`config.mk`:
```
export PLATFORM = sky130hd
export DESIGN_NAME = lu_icode_issuer_flat
export DESIGN_NICKNAME = d
export VERILOG_FILES = /design/src/rtl/lu_pkg.sv /design/src/rtl/lu_icode_issuer_if.sv /design/src/rtl/lu_code_fifo.sv /design/src/rtl/lu_icode_issuer.sv /design/src/flat_wrapper.sv
export SDC_FILE = /design/constraint.sdc
export NUM_CORES = 1
export LEC_CHECK = 0
export ABC_CLOCK_PERIOD_IN_PS = 7400
export CAP_MARGIN = 20
export CORE_MARGIN = 4
export CORE_UTILIZATION = 45
export CTS_CLUSTER_DIAMETER = 60
export DETAILED_ROUTE_END_ITERATION = 6
export MAX_ROUTING_LAYER = met4
export PLACE_DENSITY = 0.65
export SKIP_CTS_REPAIR_TIMING = 1
export SYNTH_ARGS = -nofsm -noshare
export SYNTH_HDL_FRONTEND = slang
export SYNTH_SLANG_ARGS = --single-unit
export TNS_END_PERCENT = 50
```
`constraint.sdc`:
```
create_clock -name clk -period 7.4 [get_ports clk]
set_clock_uncertainty 0.05 [all_clocks]
set_input_delay 1.48 -clock clk [delete_from_list [all_inputs] [get_ports clk]]
set_output_delay 1.48 -clock clk [all_outputs]
set_load 0.02 [all_outputs]
```
`src/rtl/lu_pkg.sv`:
```
// Shared definitions for the LU increment pipeline: address/data widths,
// the default sink code, the pipeline depth and the issuer state encoding.
package lu_pkg;

    localparam int LU_ADDR_W = 8;
    localparam int LU_DATA_W = 16;
    localparam logic [LU_ADDR_W-1:0] LU_IDLE_CODE_DEF = 8'hFF;
    localparam int LU_PIPE_DEPTH = 5;

    typedef enum logic [1:0] {
        ISS_IDLE  = 2'd0,
        ISS_RUN   = 2'd1,
        ISS_DRAIN = 2'd2
    } iss_state_e;

endpackage

```
`src/rtl/lu_icode_issuer_if.sv`:
```
// Producer-side valid/ready handshake carrying one LU address code per transfer.
interface lu_icode_issuer_if import lu_pkg::*; ();

    logic                 in_valid;
    logic [LU_ADDR_W-1:0] in_code;
    logic                 in_ready;

    modport master (output in_valid, output in_code, input in_ready);
    modport slave  (input in_valid, input in_code, output in_ready);

endinterface

```
`src/rtl/lu_code_fifo.sv`:
```
// Synchronous FIFO with a combinational head; DEPTH must be a power of two
// so the pointers wrap by natural overflow.
module lu_code_fifo #(
    parameter int DEPTH = 8,
    parameter int W     = 8
) (
    input  logic                   clk,
    input  logic                   rst,
    input  logic                   push,
    input  logic                   pop,
    input  logic [W-1:0]           din,
    output logic [W-1:0]           dout,
    output logic                   full,
    output logic                   empty,
    output logic [$clog2(DEPTH):0] level
);

    localparam int AW = $clog2(DEPTH);

    logic [W-1:0]  mem_r [DEPTH];
    logic [AW-1:0] wr_ptr_r;
    logic [AW-1:0] rd_ptr_r;
    logic [AW:0]   level_r;
    logic          push_s;
    logic          pop_s;

    assign push_s = push && !full;
    assign pop_s  = pop && !empty;
    assign full   = (level_r == (AW+1)'(DEPTH));
    assign empty  = (level_r == (AW+1)'(0));
    assign level  = level_r;
    assign dout   = mem_r[rd_ptr_r];

    // Storage array; contents are don't-care until written.
    always_ff @(posedge clk) begin
        if (push_s) begin
            mem_r[wr_ptr_r] <= din;
        end
    end

    // Pointers and occupancy.
    always_ff @(posedge clk or posedge rst) begin
        if (rst) begin
            wr_ptr_r <= AW'(0);
            rd_ptr_r <= AW'(0);
            level_r  <= (AW+1)'(0);
        end else begin
            if (push_s) wr_ptr_r <= wr_ptr_r + AW'(1);
            if (pop_s)  rd_ptr_r <= rd_ptr_r + AW'(1);
            case ({push_s, pop_s})
                2'b10:   level_r <= level_r + (AW+1)'(1);
                2'b01:   level_r <= level_r - (AW+1)'(1);
                default: level_r <= level_r;
            endcase
        end
    end

endmodule

```
`src/rtl/lu_icode_issuer.sv`:
```
// Issue stage feeding one code per clock to the LU ICODE input, with drain/flush.
// Optional macro LU_ISSUE_DROP_IDLE_EN: discard incoming IDLE_CODE values and count them on drop_cnt.
module lu_icode_issuer import lu_pkg::*; #(
    parameter int                   DEPTH        = 8,
    parameter logic [LU_ADDR_W-1:0] IDLE_CODE    = LU_IDLE_CODE_DEF,
    parameter int                   FLUSH_CYCLES = LU_PIPE_DEPTH,
    parameter int                   CNT_W        = 16
) (
    input  logic                   clk,
    input  logic                   rst,
    lu_icode_issuer_if.slave       in_bus,
    input  logic                   start,
    input  logic                   stop,
    output logic [LU_ADDR_W-1:0]   icode,
    output logic                   icode_live,
    output logic                   busy,
    output logic                   done,
    output logic [$clog2(DEPTH):0] fifo_level,
    output logic [CNT_W-1:0]       issued_cnt
`ifdef LU_ISSUE_DROP_IDLE_EN
    ,
    output logic [7:0]             drop_cnt
`endif
);

    localparam int FW = $clog2(FLUSH_CYCLES + 1);

    iss_state_e           state_r;
    iss_state_e           state_s;
    logic [FW-1:0]        flush_cnt_r;
    logic [FW-1:0]        flush_cnt_s;
    logic                 done_s;
    logic                 done_r;
    logic [LU_ADDR_W-1:0] icode_r;
    logic                 icode_live_r;
    logic [CNT_W-1:0]     issued_cnt_r;
    logic                 ready_s;
    logic                 push_s;
    logic                 store_s;
    logic                 pop_s;
    logic                 full_s;
    logic                 empty_s;
    logic [LU_ADDR_W-1:0] head_s;

    // A full FIFO refuses input even when it pops in the same cycle.
    assign ready_s         = !full_s && (state_r != ISS_DRAIN);
    assign in_bus.in_ready = ready_s;
    assign push_s          = in_bus.in_valid && ready_s;
    assign pop_s           = (state_r != ISS_IDLE) && !empty_s;

`ifdef LU_ISSUE_DROP_IDLE_EN
    logic [7:0] drop_cnt_r;
    assign store_s  = push_s && (in_bus.in_code != IDLE_CODE);
    assign drop_cnt = drop_cnt_r;

    // Saturating count of handshaken-but-discarded sink codes.
    always_ff @(posedge clk or posedge rst) begin
        if (rst) begin
            drop_cnt_r <= 8'd0;
        end else if (push_s && (in_bus.in_code == IDLE_CODE) && (drop_cnt_r != 8'hFF)) begin
            drop_cnt_r <= drop_cnt_r + 8'd1;
        end else begin
            drop_cnt_r <= drop_cnt_r;
        end
    end
`else
    assign store_s = push_s;
`endif

    lu_code_fifo #(
        .DEPTH (DEPTH),
        .W     (LU_ADDR_W)
    ) u_fifo (
        .clk   (clk),
        .rst   (rst),
        .push  (store_s),
        .pop   (pop_s),
        .din   (in_bus.in_code),
        .dout  (head_s),
        .full  (full_s),
        .empty (empty_s),
        .level (fifo_level)
    );

    // Next-state logic; flush counting starts only once DRAIN has emptied the FIFO.
    always_comb begin
        state_s     = state_r;
        flush_cnt_s = {FW{1'b0}};
        done_s      = 1'b0;
        case (state_r)
            ISS_IDLE: begin
                if (start) state_s = ISS_RUN;
                else       state_s = ISS_IDLE;
            end
            ISS_RUN: begin
                if (stop) state_s = ISS_DRAIN;
                else      state_s = ISS_RUN;
            end
            ISS_DRAIN: begin
                if (!empty_s) begin
                    flush_cnt_s = {FW{1'b0}};
                end else if (flush_cnt_r == FW'(FLUSH_CYCLES - 1)) begin
                    done_s  = 1'b1;
                    state_s = ISS_IDLE;
                end else begin
                    flush_cnt_s = flush_cnt_r + FW'(1);
                end
            end
            default: state_s = ISS_IDLE;
        endcase
    end

    // State, output code register and issued counter.
    always_ff @(posedge clk or posedge rst) begin
        if (rst) begin
            state_r      <= ISS_IDLE;
            flush_cnt_r  <= {FW{1'b0}};
            done_r       <= 1'b0;
            icode_r      <= IDLE_CODE;
            icode_live_r <= 1'b0;
            issued_cnt_r <= {CNT_W{1'b0}};
        end else begin
            state_r     <= state_s;
            flush_cnt_r <= flush_cnt_s;
            done_r      <= done_s;
            if (pop_s) begin
                icode_r      <= head_s;
                icode_live_r <= 1'b1;
            end else begin
                icode_r      <= IDLE_CODE;
                icode_live_r <= 1'b0;
            end
            if ((state_r == ISS_IDLE) && start) begin
                issued_cnt_r <= {CNT_W{1'b0}};
            end else if (pop_s && (issued_cnt_r != {CNT_W{1'b1}})) begin
                issued_cnt_r <= issued_cnt_r + CNT_W'(1);
            end else begin
                issued_cnt_r <= issued_cnt_r;
            end
        end
    end

    assign icode      = icode_r;
    assign icode_live = icode_live_r;
    assign done       = done_r;
    assign busy       = (state_r != ISS_IDLE);
    assign issued_cnt = issued_cnt_r;

endmodule
```
`src/flat_wrapper.sv`:
```
// flat-port wrapper written by rule: the top's interface ports become plain ports
module lu_icode_issuer_flat import lu_pkg::*;
#(
    parameter int                   DEPTH        = 8,
    parameter logic [LU_ADDR_W-1:0] IDLE_CODE    = LU_IDLE_CODE_DEF,
    parameter int                   FLUSH_CYCLES = LU_PIPE_DEPTH,
    parameter int                   CNT_W        = 16
)
  (clk, rst, start, stop, icode, icode_live, busy, done, fifo_level, issued_cnt, in_bus_in_valid, in_bus_in_code, in_bus_in_ready);
  lu_icode_issuer_if in_bus_i ();
  input  logic clk;
  input  logic rst;
  input  logic start;
  input  logic stop;
  output logic [LU_ADDR_W-1:0] icode;
  output logic icode_live;
  output logic busy;
  output logic done;
  output logic [$clog2(DEPTH):0] fifo_level;
  output logic [CNT_W-1:0] issued_cnt;
  input wire logic [$bits(in_bus_i.in_valid)-1:0] in_bus_in_valid;
  input wire logic [$bits(in_bus_i.in_code)-1:0] in_bus_in_code;
  output wire logic [$bits(in_bus_i.in_ready)-1:0] in_bus_in_ready;
  assign in_bus_i.in_valid = in_bus_in_valid;
  assign in_bus_i.in_code = in_bus_in_code;
  assign in_bus_in_ready = in_bus_i.in_ready;
  lu_icode_issuer #(.DEPTH(DEPTH), .IDLE_CODE(IDLE_CODE), .FLUSH_CYCLES(FLUSH_CYCLES), .CNT_W(CNT_W)) u_core (.clk(clk), .rst(rst), .in_bus(in_bus_i), .start(start), .stop(stop), .icode(icode), .icode_live(icode_live), .busy(busy), .done(done), .fifo_level(fifo_level), .issued_cnt(issued_cnt));
endmodule
```
Word-level counts from Yosys, hierarchy flattened:

Memories as Yosys holds them, arrays and structs flattened.
Cells that the tools add are included.

* bits in registers: 41
* memory bits (writable): 64
* input port bits: 13
* output and inout bits: 32
* memories kept: 1

* add/subtract/negate cells: 6
* equality and inequality tests: 10
* muxes and demuxes: 18
* reduce and logical (&&, ||, !) cells: 15

Memories
* u_core.u_fifo.mem_r: depth 8, width 8, rd ports 1, clocked after Yosys merged registers in 0, write ports 1, RTL line lu_code_fifo.sv:20 `logic [W-1:0] mem_r [DEPTH];`

Operators by type and width (count)
* $mux W16: 2
* $add A16 B1 Y16 const B: 1
* $ne A16 B16 Y1 const B: 1
* $add A3 B1 Y3 const B: 3
* $mux W3: 3
* $mux W8: 1
* $pmux W4 S2: 1
* $logic_and A1 B1 Y1: 7
* $mux W1: 7
* $mux W2: 3
* $pmux W2 S3: 1
* $reduce_bool A2 Y1: 3
* $add A4 B1 Y4 const B: 1
* $eq A2 B1 Y1 const B: 2
* $eq A2 B2 Y1 const B: 2
* $eq A4 B4 Y1 const B: 1
* $logic_not A4 Y1: 1
* $ne A2 B1 Y1 const B: 2
* $sub A4 B1 Y4 const B: 1
* $eq A3 B3 Y1 const B: 1
* $logic_not A1 Y1: 2
* $logic_not A2 Y1: 1
* $ne A2 B2 Y1 const B: 1
* $reduce_and A2 Y1: 1

Longest topological paths before layout:

Gate-level depths: netlist (run 1).

* word-level depth: 7
* gate-level depth with buffers: 13
* depth with buffers taken out: 10

Hierarchy:

Synthesis (run 1) repeated with hierarchy kept, for this count alone.

* cells, all modules: 303
* area, all modules: 4584.4 um^2

Modules (own cells, without submodules)
* lu_code_fifo: times used 1, cells each 161, area each 3135.5 um^2, seq. area each 2172.1 um^2
* lu_icode_issuer: times used 1, cells each 142, area each 1448.9 um^2, seq. area each 785.8 um^2

Worst setup path before layout (run 1):

OpenSTA, ideal clock, no wires.

* kind: in2reg
* start: in in_bus_in_valid
* end: mem u_core.u_fifo.mem_r[0][0], enable pin
* library setup time: 395 ps
* arrival time: 2502 ps
* data required time: 6955 ps
* setup slack: 4453 ps
* stages: 2
* path buffers: 0
* cells stage by stage: nand2_1 > nor4_1

* longest elaborated chain between the ends: 4

Ends and longest elaborated chain
* from (decl): RTL line flat_wrapper.sv:21 `input wire logic [$bits(in_bus_i.in_valid)-1:0] in_bus_in_valid;`
* $logic_and A1 B1 Y1: RTL line lu_icode_issuer.sv:48 `assign push_s = in_bus.in_valid && ready_s;`
* $logic_and A1 B1 Y1: RTL line lu_code_fifo.sv:27 `assign push_s = push && !full;`
* $mux W1: RTL line lu_code_fifo.sv:36 `if (push_s) begin`
* $mux W1 (implied by the code): RTL line lu_code_fifo.sv:37 `mem_r[wr_ptr_r] <= din;`
* to (decl): RTL line lu_code_fifo.sv:20

Every way passes these cells.

Worst setup path after layout (run 1):

* start: reg u_core.u_fifo.level_r[1], in the netlist u_core.u_fifo.level[1]
* end: out in_bus_in_ready

* longest elaborated chain between the ends: 3

Ends and longest elaborated chain
* from (decl): RTL line lu_code_fifo.sv:23 `logic [AW:0] level_r;`
* from (signal assigned): RTL line lu_code_fifo.sv:46 `level_r <= (AW+1)'(0);`
* from (signal assigned): RTL line lu_code_fifo.sv:51 `2'b10: level_r <= level_r + (AW+1)'(1);`
* from (signal assigned): RTL line lu_code_fifo.sv:52 `2'b01: level_r <= level_r - (AW+1)'(1);`
* $eq A4 B4 Y1: RTL line lu_code_fifo.sv:29 `assign full = (level_r == (AW+1)'(DEPTH));`
* $logic_not A1 Y1: RTL line lu_icode_issuer.sv:46 `assign ready_s = !full_s && (state_r != ISS_DRAIN);`
* $logic_and A1 B1 Y1: RTL line lu_icode_issuer.sv:46
* to (decl): RTL line flat_wrapper.sv:23 `output wire logic [$bits(in_bus_i.in_ready)-1:0] in_bus_in_ready;`

Every way passes these cells.

==> metrics.txt, run 1 <==
synth-to-layout area growth=17.7%; required time at the endpoint of the critical path=5870 ps; RSZ-0062 raised after global routing=false; n_diodes=0; capture instance of the worst register-to-register path=u_core.u_fifo.level[2]; clock sinks=105; Worst setup SP type=flip-flop; area share of the leading cell type in the synthesized netlist=43.1%; floorplan row count=36; worst flop-to-flop path startpoint=u_core.u_fifo.level[0]; outcome=finished, final reports clean; final period demand of the worst path=about 3500 ps; Yosys Warn Count=0; max-cap check violation count=0; Static Leak=1.92 nW; FILL cells=roughly 810; Hold Fails Final Rpt=0; internal power of the cells=1.22 mW; proportion of power drawn by flip-flops and latches=47.4%; drt wl/cell=16.8 µm; flip-flop and latch count after synthesis=105; Die Ht=108 µm; placed wire-length estimate after detailed placement=5490 µm; slew at the pin with the worst max-slew slack=1040 ps; dominant synthesized flop cell=sky130_fd_sc_hd__edfxtp_1; Adder-Cell Fraction of Synth Area=2.25%; Clock Power Share=17.7%; peak clock frequency supported by timing=290 MHz; worst setup slack for register-to-register paths=4000 ps; class of the most critical hold timing path=flip-flop to flip-flop; number of remaining DRC errors=0; category of the critical setup timing path=flip-flop to output pin; Vias=2606; ratio of final minimum period to clock period=46.7%; post-detailed-routing wire length=around 8200 µm; Hold Path Cell Cnt=1; number of buffer cells added on primary ports=44; io pins=45; most instantiated library cell after synthesis=sky130_fd_sc_hd__edfxtp_1; Distinct cells, synth=39; share of synthesized cell area in and, or, nand and nor gates=12.0%; wire length of the first global-routing pass=around 14000 µm; Iteration-0 DRC Markers=130; number of antenna violations at the first check in global routing=0; Worst-Skew Late Latency=370 ps; number of global-route vias before repair=between 2000 and 3000; CTS Root Buffer Type=sky130_fd_sc_hd__clkbuf_8; Power Total=1.89 mW; largest net degree at the start of global routing=42; CTS tree=yes; final weighted congestion in routability-driven placement=0.815; share of power burned in combinational logic=34.9%; worst slack at placement=3700 ps; switching power of the nets=~670 µW; final setup violation count=0; number of instances in the synthesized netlist=300; level count of the clock H-tree=3; initial standard-cell utilization of the core=between 40% and 50%; mean instance size in the synthesized netlist=14.9 µm²; maximum clock path buffer count=2; kind of end point of the critical path=output pin; Synth async-reset ratio=between 30% and 40%; number of CTS-inserted buffers=9; final worst-path setup slack=3950 ps; Post-synth EDFFs=64; proportion of synthesized chip area in sequential cells=66.3%; Compound-Gate Fraction of Synth Area=2.89%; combined global-route utilization of all metal layers=between 15 and 20%; overflow left after global routing=0; largest family of logic cells by synthesized area=multiplexers; final net count=370; final core utilization=a little over half; Horiz. Die Dim=108 µm; xor and xnor area share after synthesis=under 10%; remaining antenna violation count=0; max-slew violations=0; total nets after synthesis=321; ratio of cells with drive above 1 in the final layout=14.1%; largest vdd supply drop=0.161 mV; share of synthesized area spent on multiplexers=12.4%; final-layout setup total negative slack=0 ps; net switching share of the total power=35.4%; number of vias per cell after detailed routing=5.35; largest cells by area after synthesis=sky130_fd_sc_hd__edfxtp_1, sky130_fd_sc_hd__dfrtp_1, sky130_fd_sc_hd__mux4_2; Placeable Area=9730 µm²; Cell Area, Synth=4460 µm²; endpoint of the worst hold path=u_core.state_r[0]; overall die area=about 12000 µm²; Max FO, Critical Path=9; top cell type by total area after synthesis=sky130_fd_sc_hd__edfxtp_1; total power per unit cell area=361 nW/µm²; clock-pin transition on the worst setup and hold timing paths=~100 ps; iteration count of the initial detailed-routing pass=4; Min-Delay Startpoint=u_core.state_r[1]; Worst EP arrival=1920 ps; leading post-synthesis cells by instance count=sky130_fd_sc_hd__edfxtp_1, sky130_fd_sc_hd__dfrtp_1, sky130_fd_sc_hd__nand2_1, sky130_fd_sc_hd__mux2i_1, sky130_fd_sc_hd__mux4_2; count of cells along the worst register-to-register path=10; Max transition margin=between 30 and 40%
-- routing by layer --
layer / up-vias / GRT usage [%] / routed length [µm]
met5: - / - / 0
met4: 0 / 6.22 / 125
met3: 12 / 2.16 / 345
met2: 72 / 25.1 / 4060
met1: 1285 / 21.4 / 3630
li1: 1237 / - / -
-- cells in the final DEF, fill, tap and decap left out, types with 2 or more instances in the layout --
| master | netlist | routed |
|---|---|---|
| sky130_fd_sc_hd__a21oi_1 | 4 | 4 |
| sky130_fd_sc_hd__and3_1 | 2 | 2 |
| sky130_fd_sc_hd__buf_4 | 1 | 4 |
| sky130_fd_sc_hd__clkbuf_8 | 0 | 9 |
| sky130_fd_sc_hd__clkdlybuf4s50_1 | 0 | 44 |
| sky130_fd_sc_hd__dfrtp_1 | 33 | 33 |
| sky130_fd_sc_hd__dfstp_2 | 8 | 8 |
| sky130_fd_sc_hd__edfxtp_1 | 64 | 64 |
| sky130_fd_sc_hd__ha_1 | 8 | 8 |
| sky130_fd_sc_hd__inv_1 | 9 | 8 |
| sky130_fd_sc_hd__inv_6 | 0 | 3 |
| sky130_fd_sc_hd__inv_8 | 0 | 2 |
| sky130_fd_sc_hd__mux2_2 | 2 | 2 |
| sky130_fd_sc_hd__mux2i_1 | 17 | 17 |
| sky130_fd_sc_hd__mux4_2 | 16 | 16 |
| sky130_fd_sc_hd__nand2_1 | 31 | 31 |
| sky130_fd_sc_hd__nand2b_1 | 5 | 5 |
| sky130_fd_sc_hd__nand3_1 | 12 | 12 |
| sky130_fd_sc_hd__nand3b_1 | 2 | 2 |
| sky130_fd_sc_hd__nand4_1 | 8 | 8 |
| sky130_fd_sc_hd__nor2_1 | 9 | 9 |
| sky130_fd_sc_hd__nor2b_1 | 2 | 2 |
| sky130_fd_sc_hd__nor3_1 | 9 | 9 |
| sky130_fd_sc_hd__nor3b_1 | 2 | 2 |
| sky130_fd_sc_hd__nor4_1 | 8 | 8 |
| sky130_fd_sc_hd__o211ai_1 | 7 | 7 |
| sky130_fd_sc_hd__o21ai_0 | 3 | 3 |
| sky130_fd_sc_hd__o31ai_1 | 2 | 2 |
| sky130_fd_sc_hd__or4_1 | 5 | 5 |
| sky130_fd_sc_hd__xnor2_1 | 6 | 6 |
| sky130_fd_sc_hd__xor2_1 | 4 | 4 |
-- flip-flops by register name, indices dropped and copies added (netlist names) --
name / flops
u_core.issued_cnt: 16
u_core.u_fifo.mem_r: 64
u_core.u_fifo.wr_ptr_r: 3
u_core.u_fifo.level: 4
u_core.u_fifo.rd_ptr_r: 3
u_core.icode: 8
u_core.state_r: 2
u_core.done: 1
u_core.icode_live: 1
u_core.flush_cnt_r: 3
-- worst max path at each step --
stage	startpoint	end	depth (start not counted)
6_report	u_core.u_fifo.level[1]	in_bus_in_ready	3
5_1_grt	u_core.u_fifo.level[1]	u_core.u_fifo.level[2]	10
4_1_cts	u_core.u_fifo.level[1]	in_bus_in_ready	3
3_5_place_dp	in_bus_in_valid	u_core.u_fifo.mem_r[5][1]	3
3_3_place_gp	in_bus_in_valid	u_core.u_fifo.mem_r[5][1]	3
2_1_floorplan	in_bus_in_valid	u_core.u_fifo.mem_r[0][0]	2
-- cell families (layout without fill, tap and decap cells) --
logic type | count (synthesis) | after routing
compound gates | 19 | 19
xor+xnor | 10 | 10
fa+ha+maj | 8 | 8
buf+inv | 22 | 76
flops | 105 | 105
mux | 35 | 35
simple gates | 101 | 101
-- power groups by stage --
stage | Clock, mW | Combinational [mW] | Sequential, mW
floorplan | 0 | 0.444 | 0.904
global placement | 0 | 0.635 | 0.918
detailed placement | 0 | 0.647 | 0.923
CTS | 0.343 | 0.648 | 0.911
global route | 0.376 | 0.729 | 0.919
finish | 0.334 | 0.660 | 0.897
-- worst max-delay path, cell delays in order, from the launching register on --
cell,delay (ps)
sky130_fd_sc_hd__dfrtp_1,500
sky130_fd_sc_hd__nor3_1,100
sky130_fd_sc_hd__a21oi_1,290
sky130_fd_sc_hd__clkdlybuf4s50_1,670
-- through the flow --
stage | hold slack [ps] | area, µm² | cells
finish | 426 | 5250 | 487
global route | 450 | 5250 | 487
CTS | 428 | 5220 | 484
detailed placement | 417 | 5030 | 468
global placement | 407 | 5030 | 468
floorplan | 387 | 4460 | 300
-- area by class of cell --
| cell class | count | area, µm² | share of cell area, % |
|---|---|---|---|
| well taps | 133 | 166 | 3.17 |
| inverters | 9 | 33.8 | 0.644 |
| clock buffers | 10 | 128 | 2.43 |
| clock inverters | 6 | 55.1 | 1.05 |
| multi-input cells | 173 | 1410 | 26.8 |
| flip-flops and latches | 105 | 2960 | 56.4 |
| repair buffers | 51 | 498 | 9.49 |
Power figures use the tool's default switching activity.
==> run 2: changes to the inputs <==
--- a/config.mk
+++ b/config.mk
@@ -5,14 +5,14 @@
 export SDC_FILE = /design/constraint.sdc
 export NUM_CORES = 1
 export LEC_CHECK = 0
-export ABC_CLOCK_PERIOD_IN_PS = 7400
+export ABC_CLOCK_PERIOD_IN_PS = 2900
 export CAP_MARGIN = 20
 export CORE_MARGIN = 4
 export CORE_UTILIZATION = 45
 export CTS_CLUSTER_DIAMETER = 60
 export DETAILED_ROUTE_END_ITERATION = 6
 export MAX_ROUTING_LAYER = met4
-export PLACE_DENSITY = 0.65
+export PLACE_DENSITY = 0.68
 export SKIP_CTS_REPAIR_TIMING = 1
 export SYNTH_ARGS = -nofsm -noshare
 export SYNTH_HDL_FRONTEND = slang
==> constraint.sdc (replaced) <==
create_clock -name clk -period 2.9 [get_ports clk]
set_clock_uncertainty 0.05 [all_clocks]
set_input_delay 0.58 -clock clk [delete_from_list [all_inputs] [get_ports clk]]
set_output_delay 0.58 -clock clk [all_outputs]
set_load 0.02 [all_outputs]
==> metrics.txt, run 2 (synthesized netlist as in run 1, its figures left out) <==
final period demand of the worst path=2660 ps; total power per unit cell area=938 nW/µm² (+160%); remaining antenna violation count=0 (unchanged); level count of the clock H-tree=3 (unchanged); Worst EP arrival=2850 ps (+930 ps); Iteration-0 DRC Markers=145 (+12%); post-detailed-routing wire length=8460 µm (+3.7%); number of CTS-inserted buffers=9 (unchanged); io pins=45 (unchanged); number of flip-flops in the largest register=64 (unchanged); CP most frequent cell=sky130_fd_sc_hd__xor2_1; count of cells along the worst register-to-register path=10 (unchanged); max-slew violations=0 (unchanged); Placeable Area=9730 µm² (unchanged); placed cell area=5120 µm² (+1.8%); met3 layer usage reported by global route=2.76% (+0.60 points); final net count=379 (+2.4%); CTS Root Buffer Type=sky130_fd_sc_hd__clkbuf_8; iteration count of the initial detailed-routing pass=4 (unchanged); synth-to-layout area growth=19.9%; Max transition margin=43.7% (+13 points); category of the critical setup timing path=flip-flop to flip-flop; number of global-route vias before repair=2649 (+2.6%); final-layout setup total negative slack=0 ps (unchanged); endpoint of the worst hold path=u_core.state_r[0]; Worst setup SP type=flip-flop; largest vdd supply drop=0.389 mV (+140%); Max FO, Critical Path=7 (-2); RSZ-0062 raised after global routing=false; kind of end point of the critical path=flip-flop; ratio of cells with drive above 1 in the final layout=16.5% (+2.4 points); largest net degree at the start of global routing=23 (-45%); worst setup slack for register-to-register paths=240 ps (-3760 ps); register bank with the most flops=u_core.u_fifo.mem_r; Worst-Skew Late Latency=360 ps (about the same); maximum clock path buffer count=2 (unchanged); wire length of the first global-routing pass=13900 µm (+1.5%); placed wire-length estimate after detailed placement=5480 µm (about the same); clock-pin transition on the worst setup and hold timing paths=110 ps (about the same); met1 track demand over resource in global routing=21.9% (+0.50 points); overall die area=11600 µm² (unchanged); combined global-route utilization of all metal layers=16.3% (+0.28 points); number of vias per cell after detailed routing=5.32 (-0.61%); Largest stage delay, worst path=600 ps (-70 ps); drt wl/cell=17.1 µm (+1.8%); slew at the pin with the worst max-slew slack=839 ps (-198 ps); overflow left after global routing=0 (unchanged); outcome=finished, final reports clean; peak clock frequency supported by timing=376 MHz; CTS tree=yes; worst flop-to-flop path startpoint=u_core.u_fifo.level[0]; required time at the endpoint of the critical path=3090 ps (-2780 ps); initial standard-cell utilization of the core=45.8% (unchanged); number of remaining DRC errors=0 (unchanged); fin area=5340 µm² (+1.9%); busiest grt layer=met2; class of the most critical hold timing path=flip-flop to flip-flop; Die Ht=108 µm (unchanged); category of cells accounting for the largest share of critical-path delay=simple AND/OR/NAND/NOR gates; Static Leak=1.98 nW (+3.1%); count of buffering cells on the critical path with inverters included=1 (unchanged); final weighted congestion in routability-driven placement=0.820 (+0.65%); floorplan row count=36 (unchanged); grt met2 use=25.7% (+0.58 points); ratio of final minimum period to clock period=91.8%; Vias=2638 (+1.2%); Min-Delay Startpoint=u_core.state_r[1]; commonest non-fill, non-tap cells in the layout=sky130_fd_sc_hd__edfxtp_1, sky130_fd_sc_hd__clkdlybuf4s50_1, sky130_fd_sc_hd__dfrtp_1; Hold Fails Final Rpt=0 (unchanged); cells along the critical path=nor4_1 > or2_2 > inv_1 > ha_1 > xor2_1 > ha_1 > a21oi_1 > xor2_1 > nor2_1 > xor2_1; Horiz. Die Dim=108 µm (unchanged); slowest cell on the critical path=sky130_fd_sc_hd__nor4_1; final setup violation count=0 (unchanged); number of buffer cells added on primary ports=44 (unchanged); Hold Path Cell Cnt=1 (unchanged); max-cap check violation count=0 (unchanged); clock sinks=105 (unchanged); number of antenna violations at the first check in global routing=0 (unchanged); commonest non-fill, non-tap cell in the layout=sky130_fd_sc_hd__edfxtp_1; n_diodes=0 (unchanged); capture instance of the worst register-to-register path=u_core.u_fifo.level[2]
-- run 2: worst reg2reg max path: cells and delay by family (launching register included) --
family	cells	cell delay [ps]
xor+xnor	3	480
flops	1	480
compound gates	1	150
buf+inv	1	50
simple gates	3	890
fa+ha+maj	2	440
-- run 2: metal layers --
layer / up-vias / wire, µm
met1: 1324 / 3810
met4: 0 / 54
met2: 64 / 4260
li1: 1248 / -
met3: 2 / 341
met5: - / 0
-- run 2: where the power goes --
part / switching (mW) / internal (mW)
Clock: 0.536 / 0.427
Combinational: 0.912 / 0.876
Sequential: 0.318 / 1.94
-- run 2: how the worst max path moves through the flow --
stage | start | to | slack [ps] | cells after the start
2_1_floorplan | u_core.u_fifo.level[1] | u_core.u_fifo.level[2] | 70 | 13
3_3_place_gp | in_bus_in_valid | u_core.u_fifo.level[2] | 470 | 9
3_5_place_dp | u_core.u_fifo.level[1] | u_core.u_fifo.level[2] | 310 | 10
4_1_cts | u_core.u_fifo.level[1] | u_core.u_fifo.level[2] | 280 | 10
5_1_grt | u_core.u_fifo.level[1] | u_core.u_fifo.level[2] | 100 | 10
6_report | u_core.u_fifo.level[0] | u_core.u_fifo.level[2] | 240 | 10
-- run 2: area by class of cell --
class                      count  area, µm²
clock buffer                   9        124
timing repair buffer          60        561
clock inverter                 7       95.1
fill                         800       4390
sequential                   105       2960
inverter                       9       33.8
tap                          133        166
multi-input combinational    173       1410
-- run 2: metrics by stage --
stage / instances / power, mW / hold slack, ps / setup slack (ps) / util, %
finish: 496 / 5.01 / 438 / 237 / 54.9
global route: 496 / 5.34 / 475 / 99.0 / 54.9
CTS: 496 / 5.07 / 429 / 276 / 54.9
detailed placement: 480 / 4.10 / 412 / 308 / 52.7
global placement: 480 / 4.04 / 399 / 466 / 52.7
floorplan: 300 / 3.44 / 387 / 74.3 / -
